===== src/rtl/mips_pipe_pkg.sv =====
`default_nettype none
// ============================================================================
//  Module   : mips_pipe_pkg
//  Purpose  : Shared types and constants for the MIPS pipeline control logic.
//  Revision : 1.0 - initial release
// ============================================================================
package mips_pipe_pkg;

    localparam int LEN_REG_FILE_ADDR = 5;
    localparam int ZERO_REG          = 0;

    typedef enum logic [1:0] {
        RUN      = 2'd0,
        MEM_WAIT = 2'd1,
        ERROR    = 2'd2
    } ctrl_state_t;

endpackage
`default_nettype wire


===== src/rtl/hazard_detect.sv =====
`default_nettype none
// ============================================================================
//  Module   : hazard_detect
//  Purpose  : Combinational load-use hazard detection between ID and EX.
//  Revision : 1.0 - initial release
// ============================================================================
module hazard_detect #(
    parameter int LEN_REG_FILE_ADDR = mips_pipe_pkg::LEN_REG_FILE_ADDR
) (
    input  logic [LEN_REG_FILE_ADDR-1:0] id_rs,
    input  logic [LEN_REG_FILE_ADDR-1:0] id_rt,
    input  logic                         id_uses_rt,
    input  logic                         ex_mem_read,
    input  logic [LEN_REG_FILE_ADDR-1:0] ex_write_reg,
    output logic                         load_use
);
    import mips_pipe_pkg::*;

    localparam logic [LEN_REG_FILE_ADDR-1:0] c_zero_reg = LEN_REG_FILE_ADDR'(ZERO_REG);

    logic w_rs_match;
    logic w_rt_match;

    assign w_rs_match = (ex_write_reg == id_rs);
    assign w_rt_match = id_uses_rt && (ex_write_reg == id_rt);

    // Writes to the zero register are discarded, so they never create a dependency.
    assign load_use = ex_mem_read && (ex_write_reg != c_zero_reg) && (w_rs_match || w_rt_match);

endmodule
`default_nettype wire


===== src/rtl/pipeline_ctrl.sv =====
`default_nettype none
// ============================================================================
//  Module   : pipeline_ctrl
//  Purpose  : Stall/flush controller for the 5-stage MIPS pipeline, including
//             data-memory handshake with timeout and a stall-cycle counter.
//  Revision : 1.0 - initial release
// ============================================================================
module pipeline_ctrl #(
    parameter int LEN_REG_FILE_ADDR = mips_pipe_pkg::LEN_REG_FILE_ADDR,
    parameter int MEM_TIMEOUT       = 15,
    parameter int LEN_TIMEOUT       = 4,
    parameter int LEN_STALL_CNT     = 32
) (
    input  logic                         clk,
    input  logic                         reset,
    input  logic [LEN_REG_FILE_ADDR-1:0] id_rs,
    input  logic [LEN_REG_FILE_ADDR-1:0] id_rt,
    input  logic                         id_uses_rt,
    input  logic                         ex_mem_read,
    input  logic [LEN_REG_FILE_ADDR-1:0] ex_write_reg,
    input  logic                         ex_branch_taken,
    input  logic                         mem_access,
    input  logic                         dmem_ack,
    output logic                         dmem_req,
    output logic                         pc_en,
    output logic                         if2id_en,
    output logic                         id2ex_en,
    output logic                         ex2m_en,
    output logic                         m2wb_en,
    output logic                         if2id_flush,
    output logic                         id2ex_flush,
    output logic                         mem_timeout,
    output logic [LEN_STALL_CNT-1:0]     stall_cnt
);
    import mips_pipe_pkg::*;

    ctrl_state_t              r_state;
    ctrl_state_t              w_next_state;
    logic [LEN_TIMEOUT-1:0]   r_timeout;
    logic                     w_timeout_inc;
    logic [LEN_STALL_CNT-1:0] r_stall_cnt;
    logic                     w_load_use;

    hazard_detect #(
        .LEN_REG_FILE_ADDR (LEN_REG_FILE_ADDR)
    ) u_hazard_detect (
        .id_rs        (id_rs),
        .id_rt        (id_rt),
        .id_uses_rt   (id_uses_rt),
        .ex_mem_read  (ex_mem_read),
        .ex_write_reg (ex_write_reg),
        .load_use     (w_load_use)
    );

    always_comb begin
        w_next_state  = r_state;
        w_timeout_inc = 1'b0;
        dmem_req      = 1'b0;
        pc_en         = 1'b0;
        if2id_en      = 1'b0;
        id2ex_en      = 1'b0;
        ex2m_en       = 1'b0;
        m2wb_en       = 1'b0;
        if2id_flush   = 1'b0;
        id2ex_flush   = 1'b0;
        if (!reset) begin
            case (r_state)
                RUN: begin
                    // A memory access freezes everything; branch/hazard wait until release.
                    if (mem_access) begin
                        w_next_state = MEM_WAIT;
                    end else begin
                        pc_en    = 1'b1;
                        if2id_en = 1'b1;
                        id2ex_en = 1'b1;
                        ex2m_en  = 1'b1;
                        m2wb_en  = 1'b1;
                        if (ex_branch_taken) begin
                            if2id_flush = 1'b1;
                            id2ex_flush = 1'b1;
                        end else if (w_load_use) begin
                            pc_en       = 1'b0;
                            if2id_en    = 1'b0;
                            id2ex_flush = 1'b1;
                        end
                    end
                end
                MEM_WAIT: begin
                    dmem_req = 1'b1;
                    if (dmem_ack) begin
                        pc_en        = 1'b1;
                        if2id_en     = 1'b1;
                        id2ex_en     = 1'b1;
                        ex2m_en      = 1'b1;
                        m2wb_en      = 1'b1;
                        w_next_state = RUN;
                    end else if (r_timeout == LEN_TIMEOUT'(MEM_TIMEOUT)) begin
                        w_next_state = ERROR;
                    end else begin
                        w_timeout_inc = 1'b1;
                    end
                end
                default: begin
                    w_next_state = ERROR;
                end
            endcase
        end
    end

    assign mem_timeout = (r_state == ERROR);
    assign stall_cnt   = r_stall_cnt;

    always_ff @(posedge clk) begin
        if (reset) begin
            r_state     <= RUN;
            r_timeout   <= '0;
            r_stall_cnt <= '0;
        end else begin
            r_state <= w_next_state;
            // Held at zero in RUN so every MEM_WAIT episode starts a fresh count.
            if (r_state == RUN) begin
                r_timeout <= '0;
            end else if (w_timeout_inc) begin
                r_timeout <= r_timeout + 1'b1;
            end
            if (!pc_en && (r_stall_cnt != '1)) begin
                r_stall_cnt <= r_stall_cnt + 1'b1;
            end
        end
    end

endmodule
`default_nettype wire


===== config.mk =====
export PLATFORM = sky130hd
export DESIGN_NAME = pipeline_ctrl
export DESIGN_NICKNAME = d
export VERILOG_FILES = /design/src/rtl/mips_pipe_pkg.sv /design/src/rtl/hazard_detect.sv /design/src/rtl/pipeline_ctrl.sv
export SDC_FILE = /design/constraint.sdc
export NUM_CORES = 1
export LEC_CHECK = 0
export ABC_AREA = 1
export CAP_MARGIN = 20
export CORE_MARGIN = 3
export CORE_UTILIZATION = 45
export CTS_BUF_LIST = sky130_fd_sc_hd__clkbuf_8 sky130_fd_sc_hd__clkbuf_16
export CTS_CLUSTER_SIZE = 8
export DETAILED_ROUTE_END_ITERATION = 6
export GPL_ROUTABILITY_DRIVEN = 0
export PLACE_DENSITY = 0.74
export SLEW_MARGIN = 0
export SYNTH_ARGS = -nofsm -noshare
export SYNTH_HDL_FRONTEND = slang
export SYNTH_SLANG_ARGS = --single-unit

===== constraint.sdc =====
create_clock -name clk -period 2.49 [get_ports clk]
set_input_delay 0.498 -clock clk [delete_from_list [all_inputs] [get_ports clk]]
set_output_delay 0.498 -clock clk [all_outputs]
set_load 0.02 [all_outputs]

# Yosys cells after proc, flatten, opt, wreduce, memory -nomap -nowiden
# Index checks and enable logic that the tools add are counted.
[op_classes]
add_sub_neg = 2
multipliers = 0
n_div = 0
order_cmp = 0
n_eq_ne = 8
n_shift = 0
muxes = 28
n_bitwise = 0
n_reduce_logical = 10
[ops]
columns = ["operator", "count"]
rows = [
  ["adder 32 x 1 -> 32 bit, second input constant", 1],
  ["!= test 32 bit, second input constant", 1],
  ["2-to-1 mux 1 bit", 22],
  ["equality test 5 bit", 2],
  ["2-to-1 mux 2 bit", 3],
  ["nonzero test 5 bit", 1],
  ["adder 4 x 1 -> 4 bit, second input constant", 1],
  ["equality test 4 bit, second input constant", 1],
  ["logical AND 1 bit", 4],
  ["case mux 1 bit (2 select lines)", 2],
  ["case mux 2 bit (2 select lines)", 1],
  ["!= test 3 bit, second input constant", 1],
  ["equality test 2 x 1 -> 1 bit, second input constant", 1],
  ["equality test 2 bit, second input constant", 1],
  ["logical NOT 2 bit", 1],
  ["!= test 2 bit, second input constant", 1],
  ["AND reduction 2 bit", 1],
  ["OR reduction 2 bit", 1],
  ["logical NOT 1 bit", 1],
  ["logical OR 1 bit", 1],
]
[word_totals]
reg_bits = 38
latch_bits = 0
mem_bits_rw = 0
mem_bits_ro = 0
inputBits = 22
n_memories = 0

# Logic depth before layout (Yosys ltp)
# Gate-level depths: netlist of run 1.
[logic_depth]
word_depth = 11
ltp_mapped = 12

# Cells and area by module
# From an unflattened synthesis of run 1, not the netlist that was laid out.
[hier_totals]
hier_cells = 433
hier_area_um2 = 2516.2
[by_module_without_submodules]
columns = ["mod", "n_inst", "cells_per_inst", "area_each_um2"]
rows = [
  ["pipeline_ctrl", 1, 381, 2309.7],
  ["hazard_detect", 1, 52, 206.4],
]

# Least setup slack after synthesis of run 1
# Ideal clock, no wire load.
[synth_timing]
kind = "input to output"
from = "input port reset"
to = "output port pc_en"
arrival_ps = 1964
required_ps = 1992
setup_slack_ps = 28
cell_stages = 8
path_buffers = 3
path_cell_list = "buf_2 inv_2 nand3_1 o21ai_1 nand2_1 clkbuf_1 inv_1 buf_4"
[synth_between]
elab_chain_len = 1
[synth_lines]
columns = ["element", "line_no", "source"]
rows = [
  ["start, declared", "pipeline_ctrl.sv:15", "input logic reset,"],
  ["2-to-1 mux 1 bit", "-", ""],
  ["end, declared", "pipeline_ctrl.sv:25", "output logic pc_en,"],
]
# Every way passes these cells.

# Final worst setup path of run 1
[layout_timing]
from = "input port reset"
to = "output port id2ex_en"
[layout_between]
elab_chain_len = 1
[layout_lines]
columns = ["element", "line_no", "source"]
rows = [
  ["2-to-1 mux 1 bit", "pipeline_ctrl.sv:66", "if (!reset) begin"],
  ["end, declared", "pipeline_ctrl.sv:27", "output logic id2ex_en,"],
]
# Every way passes these cells.

==> results of run 1 <==
-- synthesized netlist by cell type (2+ instances only) --
master    instances
buf_2             2
buf_1             2
ha_1              2
xnor2_1           5
inv_1            36
nor2_1           54
nor3_1            7
dfxtp_1          38
a21oi_1          38
nor4_1            2
nand2_2           2
nand3_1          46
nand3b_1          7
clkbuf_1          7
inv_2             7
nand4_1           6
buf_4             6
xor2_1           15
o21ai_0           2
nand2_1         148
-- critical path, delay by kind of cell --
family	cells	cell delay (ns)
AO/OA/AOI/OAI	1	0.16
buffers and inverters	4	1.08
AND/OR/NAND/NOR	1	0.10
-- cells in the final DEF (no fill, tap or decap) --
cell,synthesis,layout
o31ai_1,1,1
dfxtp_1,38,38
nor3_1,7,7
nand2_2,2,3
nand4_2,1,1
o21ai_1,1,1
nand3_1,46,46
nand4_1,6,6
or2_2,1,1
buf_6,0,1
clkbuf_2,0,3
ha_1,2,2
buf_4,6,10
nor2_4,1,1
clkdlybuf4s50_1,0,52
o21bai_1,1,1
nor2_1,54,54
a21oi_1,38,38
o21ai_0,2,2
xnor2_1,5,5
inv_2,7,7
xor2_1,15,15
nand3b_1,7,7
nand2_1,148,147
dlygate4sd2_1,0,4
dlymetal6s2s_1,0,3
nor3_2,1,1
nor4_1,2,2
clkbuf_8,0,6
inv_1,36,36
nor3b_2,1,1
-- flip-flops by register name (all words and copies together) (netlist names) --
| signal | cells |
|---|---|
| r_timeout | 4 |
| stall_cnt | 32 |
| r_state | 2 |
-- per-stage QoR --
step           area, µm²  setup TNS [ns]  hold slack [ns]
3_5_place_dp        3327          -5.674           0.4591
3_3_place_gp        3327          -4.221           0.4568
5_1_grt             3403               0           0.4851
2_1_floorplan       2623               0           0.4404
4_1_cts             3403        -0.05195           0.4704
6_report            3403               0           0.4696
-- cell type report --
class | instances | area [µm²]
fillers | 574 | 2171
multi-input cells | 342 | 1614
flip-flops and latches | 38 | 760.7
repair buffers | 73 | 694.4
inverters | 43 | 161.4
well taps | 72 | 90.09
clock buffers | 6 | 82.58
-- cells by family (layout without fill, tap and decap cells) --
kind of cell / Yosys count / in the layout
flops: 38 / 38
buf+inv: 60 / 122
compound gates: 43 / 43
simple gates: 277 / 277
fa+ha+maj: 2 / 2
xor+xnor: 20 / 20
-- power by group through the flow --
stage | combinational, mW | clock (mW) | sequential (mW)
floorplan | 0.106 | 0 | 0.643
CTS | 0.196 | 0.427 | 0.624
detailed placement | 0.200 | 0 | 0.638
global route | 0.214 | 0.451 | 0.625
finish | 0.195 | 0.413 | 0.625
global placement | 0.198 | 0 | 0.638
-- how the worst max path moves through the flow --
| stage | startpoint | endpoint | slack, ns | cells past startpoint |
|---|---|---|---|---|
| 5_1_grt | reset | m2wb_en | 0.01 | 6 |
| 3_3_place_gp | ex_write_reg[2] | if2id_en | -0.27 | 9 |
| 2_1_floorplan | reset | pc_en | 0.03 | 8 |
| 4_1_cts | ex_write_reg[1] | pc_en | -0.03 | 11 |
| 3_5_place_dp | ex_write_reg[1] | pc_en | -0.29 | 9 |
| 6_report | reset | id2ex_en | 0.14 | 6 |
-- what timing repair did --
item,4_1_cts,5_1_grt
endpoints found under the setup margin,7,26
gates resized for setup,8,10
buffers inserted,0,0
-- metal layers --
metal	vias to the layer above	wire [µm]
met5	-	0
met4	0	78
met3	7	414
met2	83	3170
met1	1308	3327
li1	1528	-
==> run metrics, run 1 <==
status finished, final reports clean; Synth top area share 0.2901; Worst Path Required 1.99 ns; FMAX 424.8 MHz; R2R Setup Slk between 0.3 and 0.4 ns; Yosys reg bits 38; fraction of layout cells with a size suffix above 1 0.06972; mux share of post-synthesis cell area 0; Hold Fails Final Rpt 0; Port Buf Inserts 62; Worst R2R Path Depth 10; total power 1.232 mW; placed insts 568; Syn Inst Count 440; ranking of synthesized cells by area dfxtp_1 (29%), nand2_1 (21%), nand3_1 (8.8%); Switching Fraction 0.2590; M3 GR Usage 0.03471; Worst Hold Class flop to flop; Comb pwr share 0.158; Worst Path Arrival 1.86 ns; First DRT Iteration DRCs 195; GR Layer Usage met2 0.3381; maximum number of pins on one net before global-route repair 35; Cell Area, Synth 2623 µm²; Synth area leader dfxtp_1; Final Util 0.6106; DR vias 2,926; cell row count 27; clk slew on worst S/H paths 0.07 ns; Post-Synth Simple-Gate Area 0.4542; WL per Instance 12.18 µm; Layout Skew 0.003992 ns; DRT antenna net count 0; Max transition margin 0.6022; hold endpoint r_timeout[2]; internal power 0.9129 mW; Root Driver clkbuf_8; Worst setup SP type primary input; TritonCTS Sinks 38; Mapped Avg Cell Area between 5 and 6 µm²; # H-tree levels 2; yosys warns 0; gr ovfl total 0; vias in the first global route about 2.6k; Inserted Clock Buffers 5; clock power share 0.335; leakage 1.360 nW; crit path capture type output pin; Initial Util 0.4705; met1 GRT Util 0.3028; final WL between 6000 and 7000 µm; number of flops mapped to enable cells by yosys 0; clk buf depth 2; R2R Path End stall_cnt[14]; Max VDD drop roughly 0.24 mV; slack of the critical path 0.1361 ns; core box area 5574 µm²; Slew Limit Fails 0; Top FF cell, synth dfxtp_1; final setup vio count 0; Clock Latency Late Sink ~0.28 ns; XOR/XNOR Fraction of Synth Area 0.06679; Psw 0.3191 mW; Synth Area in Compound Gates 0.08397; IO Count between 60 and 70; TritonCTS clock tree built; crit-path max FO 5; fin nets approximately 530; drt drc 0; number of hold buffers added after CTS 0; reg2reg start stall_cnt[0]; Max-Cap Viols 0; initial antenna violation count 0; post-synthesis cell type count 28; All-Layer GR Usage 0.2137; drt pass-1 iters 4; Hold Crit Depth 2; share of the yosys chip area belonging to registers 0.2901; Die Width ~80 µm; PD cells 362.0 nW/µm²; crit path time final about 2.4 ns; actual slew at the worst max-slew pin 0.5922 ns; RSZ-0062 raised after global routing no; Hold Path Origin r_timeout[2]; area added between synthesis and finish 29.77%; fin cells 574; Synth async-reset ratio 0; Post-Synth Adder-Cell Area 0.009542; Antenna Cells 0; Final HPWL DP 5300 µm; vias per inst 5.098; CP max stage cell clkdlybuf4s50_1; sequential group share of total power 0.507; syn nets approximately 460; CP cell instances clkdlybuf4s50_1 -> inv_2 -> nand3_1 -> o21ai_1 -> buf_4 -> dlygate4sd2_1; first-pass GRT wire length 11,600 µm; CP max stage delay 0.51 ns; Period Utilization, post-route 0.9454; Die Y roughly 82 µm; largest family of logic cells by synthesized area simple AND/OR/NAND/NOR gates; worst slack, placed -0.2888 ns; busiest metal layer after global routing met2; die area 6780 µm²; critical path type primary input to output pin
Note: power is estimated with default switching activity, not from simulation.
==> run 2: changes to the inputs <==
--- a/config.mk
+++ b/config.mk
@@ -12,8 +12,8 @@
 export CTS_BUF_LIST = sky130_fd_sc_hd__clkbuf_8 sky130_fd_sc_hd__clkbuf_16
 export CTS_CLUSTER_SIZE = 8
 export DETAILED_ROUTE_END_ITERATION = 6
+export DONT_BUFFER_PORTS = 1
 export GPL_ROUTABILITY_DRIVEN = 0
-export PLACE_DENSITY = 0.74
 export SLEW_MARGIN = 0
 export SYNTH_ARGS = -nofsm -noshare
 export SYNTH_HDL_FRONTEND = slang
==> constraint.sdc (replaced) <==
create_clock -name clk -period 2.9 [get_ports clk]
set_input_delay 0.58 -clock clk [delete_from_list [all_inputs] [get_ports clk]]
set_output_delay 0.58 -clock clk [all_outputs]
set_load 0.02 [all_outputs]
==> run 2 against run 1 <==
Compared with the run above: register-to-register slack improved by 0.31 ns; wire length shrank 1.7%; largest power group unchanged; via count shrank 10%; die area unchanged; largest cell class unchanged; clock skew increased by 0.0023 ns; setup slack improved by 0.51 ns; final cell count down 11%; critical path depth is 4 higher; non-clock buffer count down 66.
==> run metrics, run 2 (synthesized netlist as in run 1, its figures left out) <==
Inserted Clock Buffers 5; vias per inst between 5 and 6; drt drc 0; WL per Instance approximately 13 µm; max reg flops 32; Clock Latency Late Sink 0.30 ns; Final Util 0.4972; crit path time final around 2.3 ns; Max transition margin 0.5757; Die Width slightly above 80 µm; crit path capture type flop; fraction of layout cells with a size suffix above 1 0.06621; TritonCTS clock tree built; Worst Hold Class primary input to flop; CP cell instances ha_1 -> nand2_2 -> nor2_4 -> nand2_2 -> nor3_2 -> nand4_2 -> nand2_1 -> buf_4 -> nand2_1 -> a21oi_1; worst slack, placed 0.6847 ns; hold_ws between 0.3 and 0.4 ns; FMAX 443.5 MHz; critical path type flop to flop; R2R Setup Slk 0.65 ns; Final HPWL DP 5227 µm; DR vias 2,627; # H-tree levels 2; Period Utilization, post-route 0.7776; Antenna Cells 0; fin nets between 400 and 500; clk buf depth 2; clk slew on worst S/H paths 0.08 ns; cts repair resizes 0; gr ovfl total 0; All-Layer GR Usage 0.2174; most common cell after layout, fill and taps aside nand2_1; Die Y 82.34 µm; initial antenna violation count 0; total power around 1.0 mW; status finished, final reports clean; Slew Limit Fails 0; Layout Skew 0.006336 ns; number of hold buffers added after CTS 0; commonest cells after routing, fill and taps aside nand2_1 (148), nor2_1 (54), nand3_1 (46); PD cells approximately 370 nW/µm²; Worst Path Arrival 2.48 ns; final WL 6871 µm; Max-Cap Viols 0; Initial Util 0.4705; drt pass-1 iters 4; RSZ-0062 raised after global routing no; CP max stage cell dfxtp_1; core box area 5574 µm²; die area 6780 µm²; Worst Path Required 3.13 ns; leakage ~1.1 nW; Root Driver clkbuf_8; TritonCTS Sinks 38; first-pass GRT wire length 11,350 µm; Port Buf Inserts 0; area added between synthesis and finish 5.678%; CP max stage delay 0.51 ns; Post-CTS Setup Repair Bufs 0; DRT antenna net count 0; cell row count 27; IO Count 63; Hold Fails Final Rpt 0; filler cell count 616; First DRT Iteration DRCs approximately 140; crit-path max FO 31; final setup vio count 0; post-route setup TNS 0 ns; Max VDD drop around 0.22 mV; maximum number of pins on one net before global-route repair 37; Worst setup SP type flop; vias in the first global route between 2k and 2.5k; actual slew at the worst max-slew pin 0.6316 ns; slack of the critical path 0.6451 ns
==> run 2: cell count changes in the layout (fill, tap and decap cells not counted), moves of 3 or more <==
cell / previous run / this run
dlygate4sd2_1: 4 / 0
clkbuf_2: 3 / 0
dlymetal6s2s_1: 3 / 0
clkdlybuf4s50_1: 52 / 0
buf_4: 10 / 7
==> run 2: metrics by stage <==
stage / instance area, µm² / std cells
6_report: 2771 / 510
5_1_grt: 2771 / 510
4_1_cts: 2771 / 510
3_5_place_dp: 2676 / 502
3_3_place_gp: 2676 / 502
2_1_floorplan: 2623 / 440
==> run 2: worst paths after layout <==
kind | start | end | cells after the start
worst max-delay path | stall_cnt[1] | stall_cnt[6] | 10
worst max register to register | stall_cnt[1] | stall_cnt[6] | 10
worst min-delay path | reset | stall_cnt[25] | 1
worst min register to register | r_timeout[2] | r_timeout[2] | 2
==> run 2: power breakdown <==
| part | total [mW] | internal [mW] | switching [mW] |
|---|---|---|---|
| clock | 0.392 | 0.191 | 0.200 |
| sequential | 0.538 | 0.527 | 0.0106 |
| combinational | 0.105 | 0.0328 | 0.0719 |
| total | 1.03 | 0.751 | 0.283 |
==> run 2: critical path: cells and delay by family (launching register included) <==
kind                       cells  cell delay (ns)
DFF                            1             0.51
adders and majority gates      1             0.36
and+or+nand+nor                7             0.83
buffers and inverters          1             0.33
AOI/OAI and AO/OA              1             0.15
==> run 2: area by class of cell <==
class                   instances  area, µm²  area share
flip-flops and latches         38      760.7      0.2745
repair buffers                  7      52.55     0.01896
clock buffers                   6      82.58     0.02980
multi-input cells             342       1612      0.5815
well taps                      72      90.09     0.03251
inverters                      43      161.4     0.05824
clock inverters                 2      12.51    0.004515
==> run 2: routing by layer <==
layer  part of all wire  global-route usage  vias up  wire (µm)
met5                  0                   0        -          0
met1               0.49              0.2952     1162       3366
met3              0.059             0.05206        9        408
met4              0.015             0.06312        0        106
li1                   -                   -     1398          -
met2               0.44              0.3405       58       2990
